--- config.mk ---
export PLATFORM = sky130hd
export DESIGN_NAME = counter_sequencer
export DESIGN_NICKNAME = d
export VERILOG_FILES = /design/src/rtl/counter_sequencer.sv
export SDC_FILE = /design/constraint.sdc
export NUM_CORES = 1
export LEC_CHECK = 0
export BUFFER_PORTS_ARGS = -buffer_cell sky130_fd_sc_hd__buf_4
export CAP_MARGIN = 40
export CORE_MARGIN = 4
export CORE_UTILIZATION = 50
export DETAILED_ROUTE_END_ITERATION = 10
export PLACE_DENSITY_LB_ADDON = 0.1
export SYNTH_ARGS = -nofsm -noshare
export SYNTH_HDL_FRONTEND = slang
export SYNTH_SLANG_ARGS = --single-unit
--- constraint.sdc ---
create_clock -name clk -period 2.4 [get_ports clk]
set_clock_uncertainty 0.05 [all_clocks]
set_input_delay 0.48 -clock clk [delete_from_list [all_inputs] [get_ports clk]]
set_output_delay 0.48 -clock clk [all_outputs]
set_load 0.02 [all_outputs]
--- src/rtl/counter_sequencer.sv ---
// Bus-master sequencer for the pulse-counter register block: gate write, start, stop handshake, 8-byte readback.
// Optional gate-register readback check is enabled by defining COUNTER_SEQ_READBACK_EN.
module counter_sequencer #(
   parameter int DATA_WIDTH     = 8,
   parameter int CLK_HZ         = 50000000,
   parameter int RELEASE_CYCLES = 1000000
) (
   input  logic                  clk,
   input  logic                  res_n,
   input  logic                  cmd_start,
   input  logic [7:0]            gate_sec,
   output logic                  busy,
   output logic                  done,
   output logic [31:0]           result_count,
   output logic [31:0]           result_time,
   output logic                  timeout_err,
   output logic                  cfg_err,
   output logic [7:0]            addr,
   output logic [DATA_WIDTH-1:0] wdata,
   input  logic [DATA_WIDTH-1:0] rdata,
   output logic                  we,
   output logic                  start,
   input  logic                  stop
);

   localparam int SUB_W = (CLK_HZ > 1) ? $clog2(CLK_HZ) : 1;
   localparam int REL_W = (RELEASE_CYCLES > 1) ? $clog2(RELEASE_CYCLES) : 1;
   localparam int ASM_W = 8 * DATA_WIDTH;
   localparam logic [7:0] GATE_ADDR = 8'h27;

   typedef enum logic [3:0] {
      IDLE, WR, WR_HOLD, RB_ADDR, RB_WAIT, RB_CHK, ARM, WAIT_STOP,
      WAIT_RELEASE, RD_ADDR, RD_WAIT, RD_CAP, LOAD, ABORT
   } state_t;

   state_t           state;
   logic [7:0]       gate_lat;
   logic [2:0]       idx;
   logic [SUB_W-1:0] sub_cnt;
   logic [8:0]       sec_cnt;
   logic [REL_W-1:0] rel_cnt;
   logic [ASM_W-1:0] asm_q;
   logic [ASM_W-1:0] asm_next;
   logic [8:0]       sec_limit;

   // Result bytes arrive LSB first, so each new byte enters at the top.
   assign asm_next  = {rdata, asm_q[ASM_W-1:DATA_WIDTH]};
   assign sec_limit = {1'b0, gate_lat} + 9'd2;

`ifdef COUNTER_SEQ_READBACK_EN
   logic cfg_q;
   assign cfg_err = cfg_q;
`else
   assign cfg_err = 1'b0;
`endif

   function automatic logic [7:0] rom_addr(input logic [2:0] i);
      case (i)
         3'd0: rom_addr = 8'h28;
         3'd1: rom_addr = 8'h29;
         3'd2: rom_addr = 8'h30;
         3'd3: rom_addr = 8'h31;
         3'd4: rom_addr = 8'h32;
         3'd5: rom_addr = 8'h33;
         3'd6: rom_addr = 8'h34;
         3'd7: rom_addr = 8'h35;
      endcase
   endfunction

   always_ff @(posedge clk or negedge res_n) begin
      if (!res_n) begin
         state        <= IDLE;
         busy         <= 1'b0;
         done         <= 1'b0;
         we           <= 1'b0;
         start        <= 1'b0;
         timeout_err  <= 1'b0;
`ifdef COUNTER_SEQ_READBACK_EN
         cfg_q        <= 1'b0;
`endif
         addr         <= 8'h00;
         wdata        <= '0;
         result_count <= '0;
         result_time  <= '0;
         gate_lat     <= '0;
         idx          <= '0;
         sub_cnt      <= '0;
         sec_cnt      <= '0;
         rel_cnt      <= '0;
         asm_q        <= '0;
      end else begin
         done  <= 1'b0;
         we    <= 1'b0;
         start <= 1'b0;
         case (state)
            IDLE: begin
               if (cmd_start) begin
                  gate_lat    <= gate_sec;
                  timeout_err <= 1'b0;
`ifdef COUNTER_SEQ_READBACK_EN
                  cfg_q       <= 1'b0;
`endif
                  busy        <= 1'b1;
                  addr        <= GATE_ADDR;
                  wdata       <= DATA_WIDTH'(gate_sec);
                  we          <= 1'b1;
                  state       <= WR;
               end
            end
            // The counter latches addr/wdata one cycle after we, so they stay put through WR_HOLD.
            WR: state <= WR_HOLD;
            WR_HOLD: begin
`ifdef COUNTER_SEQ_READBACK_EN
               addr  <= GATE_ADDR;
               state <= RB_ADDR;
`else
               start <= 1'b1;
               state <= ARM;
`endif
            end
`ifdef COUNTER_SEQ_READBACK_EN
            RB_ADDR: state <= RB_WAIT;
            RB_WAIT: state <= RB_CHK;
            RB_CHK: begin
               if (rdata != DATA_WIDTH'(gate_lat)) begin
                  cfg_q <= 1'b1;
                  done  <= 1'b1;
                  state <= ABORT;
               end else begin
                  start <= 1'b1;
                  state <= ARM;
               end
            end
`endif
            ARM: begin
               sub_cnt <= '0;
               sec_cnt <= '0;
               state   <= WAIT_STOP;
            end
            WAIT_STOP: begin
               if (stop) begin
                  sub_cnt <= '0;
                  sec_cnt <= '0;
                  rel_cnt <= '0;
                  state   <= WAIT_RELEASE;
               end else if (sec_cnt == sec_limit) begin
                  timeout_err <= 1'b1;
                  done        <= 1'b1;
                  state       <= ABORT;
               end else if (sub_cnt == SUB_W'(CLK_HZ - 1)) begin
                  sub_cnt <= '0;
                  sec_cnt <= sec_cnt + 9'd1;
               end else begin
                  sub_cnt <= sub_cnt + SUB_W'(1);
               end
            end
            WAIT_RELEASE: begin
               if (!stop) begin
                  idx   <= '0;
                  state <= RD_ADDR;
               end else if (rel_cnt == REL_W'(RELEASE_CYCLES - 1)) begin
                  timeout_err <= 1'b1;
                  done        <= 1'b1;
                  state       <= ABORT;
               end else begin
                  rel_cnt <= rel_cnt + REL_W'(1);
               end
            end
            // rdata is registered in the counter: address out, one wait cycle, then capture.
            RD_ADDR: begin
               addr  <= rom_addr(idx);
               state <= RD_WAIT;
            end
            RD_WAIT: state <= RD_CAP;
            RD_CAP: begin
               asm_q <= asm_next;
               if (idx == 3'd7) begin
                  result_count <= 32'(asm_next[4*DATA_WIDTH-1:0]);
                  result_time  <= 32'(asm_next[ASM_W-1:4*DATA_WIDTH]);
                  done         <= 1'b1;
                  state        <= LOAD;
               end else begin
                  idx   <= idx + 3'd1;
                  state <= RD_ADDR;
               end
            end
            // done is high during LOAD/ABORT; busy drops with it on the way back to IDLE.
            LOAD, ABORT: begin
               busy  <= 1'b0;
               state <= IDLE;
            end
            default: state <= IDLE;
         endcase
      end
   end

endmodule

==> flow_summary.ini, run 1 <==
[status]
status = finished, violations left
violations = negative setup slack

[routing]
wl_per_cell_um = 18.7
drt_pre_antenna_iters = 6
vias = 7116
viasPerCell = 5.87
ant_nets = 0
drt_wl_total_mm = 22.7
initialDrtViolationCount = 487
drc = 0

[floorplan]
std_cell_rows = 49
die_area_um2 = 21000
start_util_pct = 51.4
core_area_um2 = 18200
chipHeight_um = 145
die_w_um = 145
ioPinCount = 106

[pwr]
power_frac_comb_pct = 26.6
internal_power_w = 0.00761
cellPowerDensity_nw_per_um2 = 941
p_sw_w = 0.00355
clkPwrFrac_pct = 30.6
leakage_nw = 5.49
peakVddDrop_mv = 0.592
power_frac_seq_pct = 42.8
switching_share_pct = 31.8

[critical_path]
slowest_delay_ns = 0.43
end_kind = register
critPathBufInv = 2
cpLargestDelayFamily = compound AO/OA/AOI/OAI gates
cp.required_ns = 2.74
cp_data_arrival_time_ns = 2.77
critPathLaunchType = register
cp_slowest_cell = a211oi_4
cp_max_fo = 5
cp_cell_sequence = ha_4 > xor2_2 > nor3_2 > o211ai_2 > a211oi_4 > clkbuf_16 > buf_8 > nor4b_2 > o31a_1
path_class = register to register

[clocking]
cts_buffers = 22
clockBufferDepth = 3
clkTransAtPathRegs_ns = 0.06
cts_tree = done
cts-root-buf = clkbuf_16
clkLatencyLatePin_ns = 0.51
cts.sinks = 201
htreeDepth = 1

[grt]
grt_pass1_wl_mm = 36.8
grt_pass1_vias = 7327
grt_max_degree = 81
antenna_found_initial = 0
gr-total-overflow = 0
track_usage_pct = 21.5

[finish]
final_core_util_pct = 65.1
syn2layout_area_growth_pct = 26.7
drive_gt1_share_pct = 38.9
finish.net_count = 994
final_common_cell = dfrtp_1
final_area_um2 = 11900
fin_cells = 1212
layout_common_cells = 198 x dfrtp_1, 161 x buf_4, 122 x mux2_2, 61 x nand2_1, 46 x nor2_1
diodes = 0

[synth]
synth_seq_cells = 201
synth_area_um2 = 9360
synth-seq-area-share_pct = 53.8
synth_warnings = 0
ys.flop_type = dfrtp_1
synthCells = 807
synth-edff-count = 0
synthArstFlopShare_pct = 100
synth_cell_type_count = 69
syn_avg_cell_area_um2 = 11.6

[timing]
fmax_mhz = 412
hold_viol = 0
drv_slew = 0
worst_pin_slew_ns = 0.688
slew-limit-headroom_pct = 54.1
whs_ns = 0.115
worst_slack_ns = -0.0278
period_share_pct = 101
min_period_ns = 2.43
setup_viol = 3
rsz0062_at_grt = true

[placement]
dpl_cell_area_um2 = 10800
portBuffers = 102
dp_hpwl_mm = 15.5
place_inst = 1162
place.gp.congestion = 0.894
pre_cts_ws_ns = -0.128

[flow_run]
maxCapViolCount = 0

[worst_hold_path]
hold_class = input pin to register
## registers in the layout, summed over array words and instances (netlist names), 6 cells and up
name,count
asm_q,56
result_count,32
result_time,32
sub_cnt,26
rel_cnt,20
sec_cnt,9
gate_lat,8
addr,6
## synth_stat cells (6+ instances only)
master	number	area (µm²)
nand2b_1	8	50.1
ha_1	6	75.1
and3_1	13	81.3
o31ai_1	12	90.1
nor3_1	17	85.1
nor2_1	47	176
or3_1	13	81.3
a31oi_1	15	93.8
nand3_1	37	185
xnor2_1	17	149
a21oi_1	28	140
buf_4	7	52.6
a2111oi_0	8	70.1
dfrtp_1	201	5030
mux2_2	122	1370
nand2_1	61	229
clkbuf_1	23	86.3
inv_1	13	48.8
o21ai_0	26	130
or4_1	14	105
nand4_1	17	106
## worst register-to-register path, delay by kind of cell, from the launching register on
| family | cells | cell delay, ns |
|---|---|---|
| buf+inv | 2 | 0.35 |
| compound gates | 3 | 0.86 |
| fa+ha+maj | 1 | 0.25 |
| xor+xnor | 1 | 0.14 |
| simple gates | 2 | 0.25 |
| flops | 1 | 0.42 |
## metrics by stage
stage / TNS (ns) / total power [W]
after global placement: -0.166 / 0.00747
final: -0.0538 / 0.0112
after global routing: -1.04 / 0.0118
after floorplan: 0 / 0.00636
after detailed placement: -0.758 / 0.00761
after CTS: -0.0257 / 0.0111
## layout make-up
type	instances	area, µm²
clock buffer	32	628
clock inverter	7	116
fill	1399	6350
inverter	13	48.8
multi-input combinational	552	4220
sequential	201	5030
tap	229	287
timing repair buffer	178	1520
## power groups by stage
stage	registers [W]	clock network, W	logic (W)
5_1_grt	0.00488	0.00365	0.00323
3_5_place_dp	0.00483	0	0.00278
6_report	0.00477	0.00341	0.00297
4_1_cts	0.00477	0.00350	0.00283
3_3_place_gp	0.00477	0	0.00270
2_1_floorplan	0.00477	0	0.00159
## cells by family after synthesis
family / synth area share [%]
simple gates: 14.6
flops: 53.8
compound gates: 10.9
mux: 15.2
buf+inv: 2.90
xor+xnor: 1.78
fa+ha+maj: 0.802
other cells: 0.0401
## path summary, 6_finish.rpt
path                                         start                       to  slack [ns]  cells past startpoint
setup / recovery           gate_lat[2]$_DFFE_PN0P_  sub_cnt[10]$_DFFE_PN0P_       -0.03                      9
hold / removal                         gate_sec[2]  gate_lat[2]$_DFFE_PN0P_        0.12                      3
setup reg to reg           gate_lat[2]$_DFFE_PN0P_  sub_cnt[10]$_DFFE_PN0P_       -0.03                      9
hold reg to reg                addr[5]$_DFFE_PN0P_      addr[5]$_DFFE_PN0P_        0.43                      1
max in group asynchronous                    res_n   sec_cnt[4]$_DFFE_PN0P_        1.06                      3
min in group asynchronous                    res_n   sub_cnt[9]$_DFFE_PN0P_        0.56                      2
## per-layer routing
metal | track usage, % | part of all wire (%) | up-vias
met5 | 0 | 0 | -
met4 | 5.01 | 1.7 | 0
met3 | 4.60 | 5.6 | 29
met2 | 35.8 | 50 | 182
met1 | 29.0 | 43 | 3612
li1 | - | - | 3293
## repair_timing
action                                 CTS  global route
endpoints found under the hold margin   72             0
setup endpoints to repair               20            34
setup buffers                            1             9
resized for setup                        6            36
cloned                                   1             2
hold buffers                             1             0
pin swaps                                9            18
Power figures use the tool's default switching activity.
==> run 2, diff against run 1 <==
--- a/config.mk
+++ b/config.mk
@@ -7,10 +7,13 @@
 export LEC_CHECK = 0
 export BUFFER_PORTS_ARGS = -buffer_cell sky130_fd_sc_hd__buf_4
 export CAP_MARGIN = 40
+export CELL_PAD_IN_SITES_DETAIL_PLACEMENT = 1
+export CELL_PAD_IN_SITES_GLOBAL_PLACEMENT = 2
 export CORE_MARGIN = 4
-export CORE_UTILIZATION = 50
+export CORE_UTILIZATION = 35
 export DETAILED_ROUTE_END_ITERATION = 10
 export PLACE_DENSITY_LB_ADDON = 0.1
+export SLEW_MARGIN = 20
 export SYNTH_ARGS = -nofsm -noshare
 export SYNTH_HDL_FRONTEND = slang
 export SYNTH_SLANG_ARGS = --single-unit
==> run 2 against run 1 <==
Effect of this change: the run still ends with negative setup slack left; largest power group unchanged; combinational power rose by 8.1%; sequential power barely moved; worst setup slack got worse by 0.068 ns; largest cell class unchanged; first-iteration DRC count fell by 28%; cell count rose by 10%; routed wire length rose by 15%.
==> flow_summary.ini, run 2 (synthesis gave the netlist of run 1 again) <==
[finish]
finish.net_count = 1007
diodes = 0
drive_gt1_share_pct = 41.7
num-fill-cells = 2762
largest_reg_flops = 56
final_common_cell = dfrtp_1
regArea_um2 = 5040
layout_common_cells = 196 x dfrtp_1, 173 x buf_4, 122 x mux2_2, 61 x nand2_1, 46 x nor2_1
final_area_um2 = 12300
syn2layout_area_growth_pct = 31.1
final_core_util_pct = 46.8
top_register = asm_q
multi_input_area_um2 = 4320
top_regs = asm_q x56, result_count x32, result_time x32
fin_cells = 1334

[timing]
rsz0062_at_grt = true
slew-limit-headroom_pct = 58.0
drv_slew = 0
min_period_ns = 2.50
setup_viol = 12
period_share_pct = 104
fmax_mhz = 401
worst_slack_ns = -0.0958
hold_viol = 0
worst_pin_slew_ns = 0.630

[routing]
drt_wl_total_mm = 26.2
vias = 7157
drt_pre_antenna_iters = 5
viasPerCell = 5.37
initialDrtViolationCount = 350
drc = 0
ant_nets = 0
wl_per_cell_um = 19.7

[clocking]
cts-root-buf = clkbuf_16
cts_tree = done
cts_buffers = 24
cts.sinks = 201
clkLatencyLatePin_ns = 0.54
htreeDepth = 1
clkTransAtPathRegs_ns = 0.06
clockBufferDepth = 3

[placement]
pre_cts_ws_ns = -0.143
place.gp.congestion = 0.807
portBuffers = 102
dpl_cell_area_um2 = 11000
place_inst = 1276
dp_hpwl_mm = 17.8

[grt]
grt_pass1_wl_mm = 42.5
track_usage_pct = 17.6
gr-total-overflow = 0
grt_max_degree = 66
antenna_found_initial = 0
grt_pass1_vias = 7923

[pwr]
leakage_nw = 5.60
internal_power_w = 0.00808
p_total_w = 0.0119
power_frac_comb_pct = 27.0
peakVddDrop_mv = 0.529
switching_share_pct = 32.2
power_frac_seq_pct = 40.3
cellPowerDensity_nw_per_um2 = 971
clkPwrFrac_pct = 32.7
p_sw_w = 0.00383

[critical_path]
slowest_delay_ns = 0.42
end_kind = register
cp_data_arrival_time_ns = 2.90
cp_cell_sequence = ha_4 > and2_4 > a211o_1 > a31oi_4 > buf_12 > buf_12 > a2111oi_4 > buf_4 > or4_1 > a21oi_1
crit_path_frequent_cell = buf_12
cp.required_ns = 2.80
critPathLaunchType = register
cp_slowest_cell = dfrtp_2
cp_max_fo = 4
path_class = register to register

[floorplan]
std_cell_rows = 59
core_area_um2 = 26200
die_area_um2 = 29400
chipHeight_um = 171
ioPinCount = 106
start_util_pct = 35.7
die_w_um = 171

[flow_run]
maxCapViolCount = 0

[status]
status = finished, violations left
violations = negative setup slack

[worst_hold_path]
hold_class = input pin to register
[run 2: cell count changes in the layout (fill, tap and decap cells not counted), moves of 3 or more]
| cell | delta |
|---|---|
| clkbuf_1 | -3 |
| buf_4 | +12 |
| or4b_4 | +3 |
| clkinv_2 | +3 |
| buf_12 | +3 |
| a31oi_2 | +3 |
| a21oi_1 | -3 |
| a31oi_1 | -3 |
| o31ai_2 | +3 |
| or4b_1 | -3 |
| o31ai_1 | -4 |
[run 2: area by class of cell]
| class | count | share of cell area [%] |
|---|---|---|
| inverter | 13 | 0.398 |
| sequential | 201 | 41.1 |
| clock buffer | 30 | 5.33 |
| clock inverter | 14 | 1.68 |
| timing repair buffer | 189 | 12.9 |
| tap | 335 | 3.42 |
| multi-input combinational | 552 | 35.3 |
[run 2: path summary, 6_finish.rpt]
path | startpoint | end | slack, ns | depth (start not counted)
setup reg to reg | gate_lat[2]$_DFFE_PN0P_ | sub_cnt[25]$_DFFE_PN0P_ | -0.1 | 10
setup / recovery | gate_lat[2]$_DFFE_PN0P_ | sub_cnt[25]$_DFFE_PN0P_ | -0.1 | 10
max in group asynchronous | res_n | asm_q[23]$_DFFE_PN0P_ | 1.19 | 3
hold / removal | gate_sec[6] | gate_lat[6]$_DFFE_PN0P_ | 0.1 | 3
min in group asynchronous | res_n | sub_cnt[25]$_DFFE_PN0P_ | 0.43 | 2
hold reg to reg | result_count[18]$_DFFE_PN0P_ | result_count[18]$_DFFE_PN0P_ | 0.45 | 1
[run 2: routing by layer]
| metal | up-vias | part of all wire, % | GRT usage, % |
|---|---|---|---|
| met2 | 126 | 51 | 30.7 |
| met1 | 3698 | 42 | 22.2 |
| met5 | - | 0 | 0 |
| met3 | 23 | 5.4 | 4.64 |
| li1 | 3310 | - | - |
| met4 | 0 | 1.5 | 3.69 |
[run 2: repair_timing]
action,in CTS,in global routing
endpoints found under the hold margin,40,0
setup buffers,11,8
pin swaps,24,31
setup endpoints to repair,29,37
hold buffers,1,0
gates cloned,1,0
gates resized for setup,21,41
[run 2: critical path: cells and delay by family (launching register included)]
family                   cells  cell delay [ns]
AO/OA/AOI/OAI                4             0.83
AND/OR/NAND/NOR              2             0.54
flip-flops                   1             0.42
buffers and inverters        3             0.41
adder cells (fa/ha/maj)      1             0.17
[run 2: power by group through the flow]
stage / Clock, W / Combinational, W / Sequential, W
CTS: 0.00401 / 0.00300 / 0.00480
detailed placement: 0 / 0.00291 / 0.00486
finish: 0.00390 / 0.00321 / 0.00480
floorplan: 0 / 0.00159 / 0.00477
global route: 0.00416 / 0.00351 / 0.00492
global placement: 0 / 0.00282 / 0.00480
[run 2: per-stage QoR]
stage                     hold slack (ns)  setup TNS (ns)
after floorplan                     0.134               0
after global placement              0.409          -0.296
after detailed placement            0.418           -1.20
after CTS                          0.0814          -0.205
after global routing               0.0998           -2.16
final                              0.0994          -0.481
==> run 3, diff against run 2 <==
--- a/config.mk
+++ b/config.mk
@@ -6,11 +6,12 @@
 export NUM_CORES = 1
 export LEC_CHECK = 0
 export BUFFER_PORTS_ARGS = -buffer_cell sky130_fd_sc_hd__buf_4
-export CAP_MARGIN = 40
+export CAP_MARGIN = 20
 export CELL_PAD_IN_SITES_DETAIL_PLACEMENT = 1
 export CELL_PAD_IN_SITES_GLOBAL_PLACEMENT = 2
 export CORE_MARGIN = 4
-export CORE_UTILIZATION = 35
+export CORE_UTILIZATION = 37
+export CTS_BUF_LIST = sky130_fd_sc_hd__clkbuf_2
 export DETAILED_ROUTE_END_ITERATION = 10
 export PLACE_DENSITY_LB_ADDON = 0.1
 export SLEW_MARGIN = 20
==> run 3 against run 2 <==
Effect of this change: the flow still finishes with violations (negative setup slack); via count grew 2.9%; fmax shrank 0.18%; die area shrank 5.2%; cell count grew 4.6%; largest power group unchanged; design area shrank 2.0%; flip-flop and latch count is the same; global-route usage grew 0.35 points; combinational power is essentially flat; critical path depth shrank 1.
==> flow_summary.ini, run 3 (synthesis gave the netlist of run 1 again) <==
[critical_path]
ff2ff_path_depth = 9
r2r_end = sub_cnt[3]$_DFFE_PN0P_
cp_max_fo = 7
critPathLaunchType = register
path_class = register to register
worst-r2r-setup-slack_ns = -0.10
cp_data_arrival_time_ns = 3.20
worstReg2RegStart = gate_lat[2]$_DFFE_PN0P_
end_kind = register
cp.required_ns = 3.10

[grt]
grt_pass1_wl_mm = 42.0
grt_pass1_vias = 8214
grt_use_met2_pct = 30.6
grt.met1_usage_pct = 22.2
antenna_found_initial = 1
gr-max-usage-layer = met2
grt_max_degree = 76
use_met3_pct = 5.43
gr-total-overflow = 0
track_usage_pct = 18.0

[finish]
finish.net_count = 1058
top_regs = asm_q x56, result_count x32, result_time x32
fin_cells = 1395
top_register = asm_q
largest_reg_flops = 56
drive_gt1_share_pct = 41.5
final_common_cell = dfrtp_1
layout_common_cells = 196 x dfrtp_1, 168 x buf_4, 122 x mux2_2, 77 x clkbuf_2, 60 x nand2_1
syn2layout_area_growth_pct = 28.4

[timing]
period_share_pct = 104
setup_viol = 15
rsz0062_at_grt = true
drv_slew = 0
hold_viol = 0
slew-limit-headroom_pct = 61.2
worst_pin_slew_ns = 0.582
fmax_mhz = 400
min_period_ns = 2.50
worst_slack_ns = -0.100

[pwr]
leakage_nw = 5.64
internal_power_w = 0.00672
power_frac_comb_pct = 30.6
switching_share_pct = 35.8
p_total_w = 0.0105
p_sw_w = 0.00374
power_frac_seq_pct = 45.4
clkPwrFrac_pct = 24.0
cellPowerDensity_nw_per_um2 = 871
peakVddDrop_mv = 0.421

[floorplan]
std_cell_rows = 57
start_util_pct = 38.0
ioPinCount = 106
die_area_um2 = 27900
core_area_um2 = 24600
die_w_um = 167
chipHeight_um = 167

[routing]
drt_pre_antenna_iters = 4
wl_per_cell_um = 18.2
drt_wl_total_mm = 25.3
drc = 0
initialDrtViolationCount = 344
ant_nets = 0
vias = 7362
viasPerCell = 5.28

[worst_hold_path]
hold_class = input pin to asynchronous set/reset pin

[status]
violations = negative setup slack
status = finished, violations left

[clocking]
clkLatencyLatePin_ns = 0.86
cts_tree = done
htreeDepth = 2
cts.sinks = 201
clkTransAtPathRegs_ns = 0.10
cts-root-buf = clkbuf_2
cts_buffers = 55
clockBufferDepth = 3

[placement]
pre_cts_ws_ns = -0.181
place_inst = 1263
place.gp.congestion = 0.841
dp_hpwl_mm = 17.3
portBuffers = 102

[flow_run]
maxCapViolCount = 0
run 3: cell count changes in the layout (fill, tap and decap cells not counted), sizes merged:
| cell | delta |
|---|---|
| dlygate4sd3 | +24 |
| diode | +1 |
| clkinvlp | -3 |
| inv | +3 |
| bufinv | -3 |
| clkinv | +7 |
| buf | -4 |
| clkbuf | +47 |
run 3: final cells by class:
class	instances	area [µm²]
Multi-Input combinational cell	552	4230
Antenna cell	1	2.50
Timing Repair Buffer	209	1790
Inverter	13	48.8
Sequential cell	201	5040
Clock buffer	77	385
Fill cell	2684	12600
Tap cell	324	405
Clock inverter	18	120
run 3: timing repair:
action / 4_1_cts / 5_1_grt
pin swaps: 17 / 12
endpoints found under the setup margin: 26 / 40
resized for setup: 20 / 28
hold endpoints to repair: 229 / 0
hold buffers: 25 / 0
gates cloned: 1 / 0
buffers inserted: 10 / 3
run 3: through the flow:
| stage | cell area (µm²) | utilization (%) | hold WS, ns | setup TNS, ns |
|---|---|---|---|---|
| final | 12000 | 48.8 | 0.198 | -0.547 |
| after global routing | 12000 | 48.8 | 0.161 | -2.10 |
| after CTS | 11900 | 48.4 | 0.132 | -0.664 |
| after detailed placement | 11000 | 44.7 | 0.276 | -1.52 |
| after global placement | 11000 | 44.7 | 0.273 | -0.285 |
| after floorplan | 9400 | - | 0.134 | 0 |
run 3: worst max-delay path by stage:
| stage | startpoint | end | cells past startpoint |
|---|---|---|---|
| 6_report | gate_lat[2]$_DFFE_PN0P_ | sub_cnt[3]$_DFFE_PN0P_ | 9 |
| 3_5_place_dp | gate_lat[2]$_DFFE_PN0P_ | sub_cnt[25]$_DFFE_PN0P_ | 9 |
| 5_1_grt | gate_lat[2]$_DFFE_PN0P_ | sub_cnt[3]$_DFFE_PN0P_ | 9 |
| 2_1_floorplan | gate_lat[2]$_DFFE_PN0P_ | sub_cnt[23]$_DFFE_PN0P_ | 8 |
| 3_3_place_gp | gate_lat[2]$_DFFE_PN0P_ | sub_cnt[25]$_DFFE_PN0P_ | 9 |
| 4_1_cts | gate_lat[2]$_DFFE_PN0P_ | sec_cnt[7]$_DFFE_PN0P_ | 9 |
run 3: per-layer routing:
layer	share of wire, %	up-vias
met2	50	139
li1	-	3430
met5	0	-
met3	5.9	44
met1	42	3749
met4	1.9	0
run 3: critical path, cell delays in order (launching register included):
cell	delay, ns
dfrtp_2	0.44
ha_4	0.19
and2_4	0.14
a211o_1	0.28
a31oi_4	0.27
buf_6	0.14
a211oi_4	0.06
buf_6	0.15
or4_1	0.52
a31oi_1	0.18
run 3: power groups by stage:
stage               registers [W]  clock network, W  logic [W]
floorplan                 0.00477                 0    0.00159
global placement          0.00477                 0    0.00281
detailed placement        0.00483                 0    0.00290
CTS                       0.00477           0.00265    0.00315
global route              0.00487           0.00285    0.00351
finish                    0.00475           0.00251    0.00320
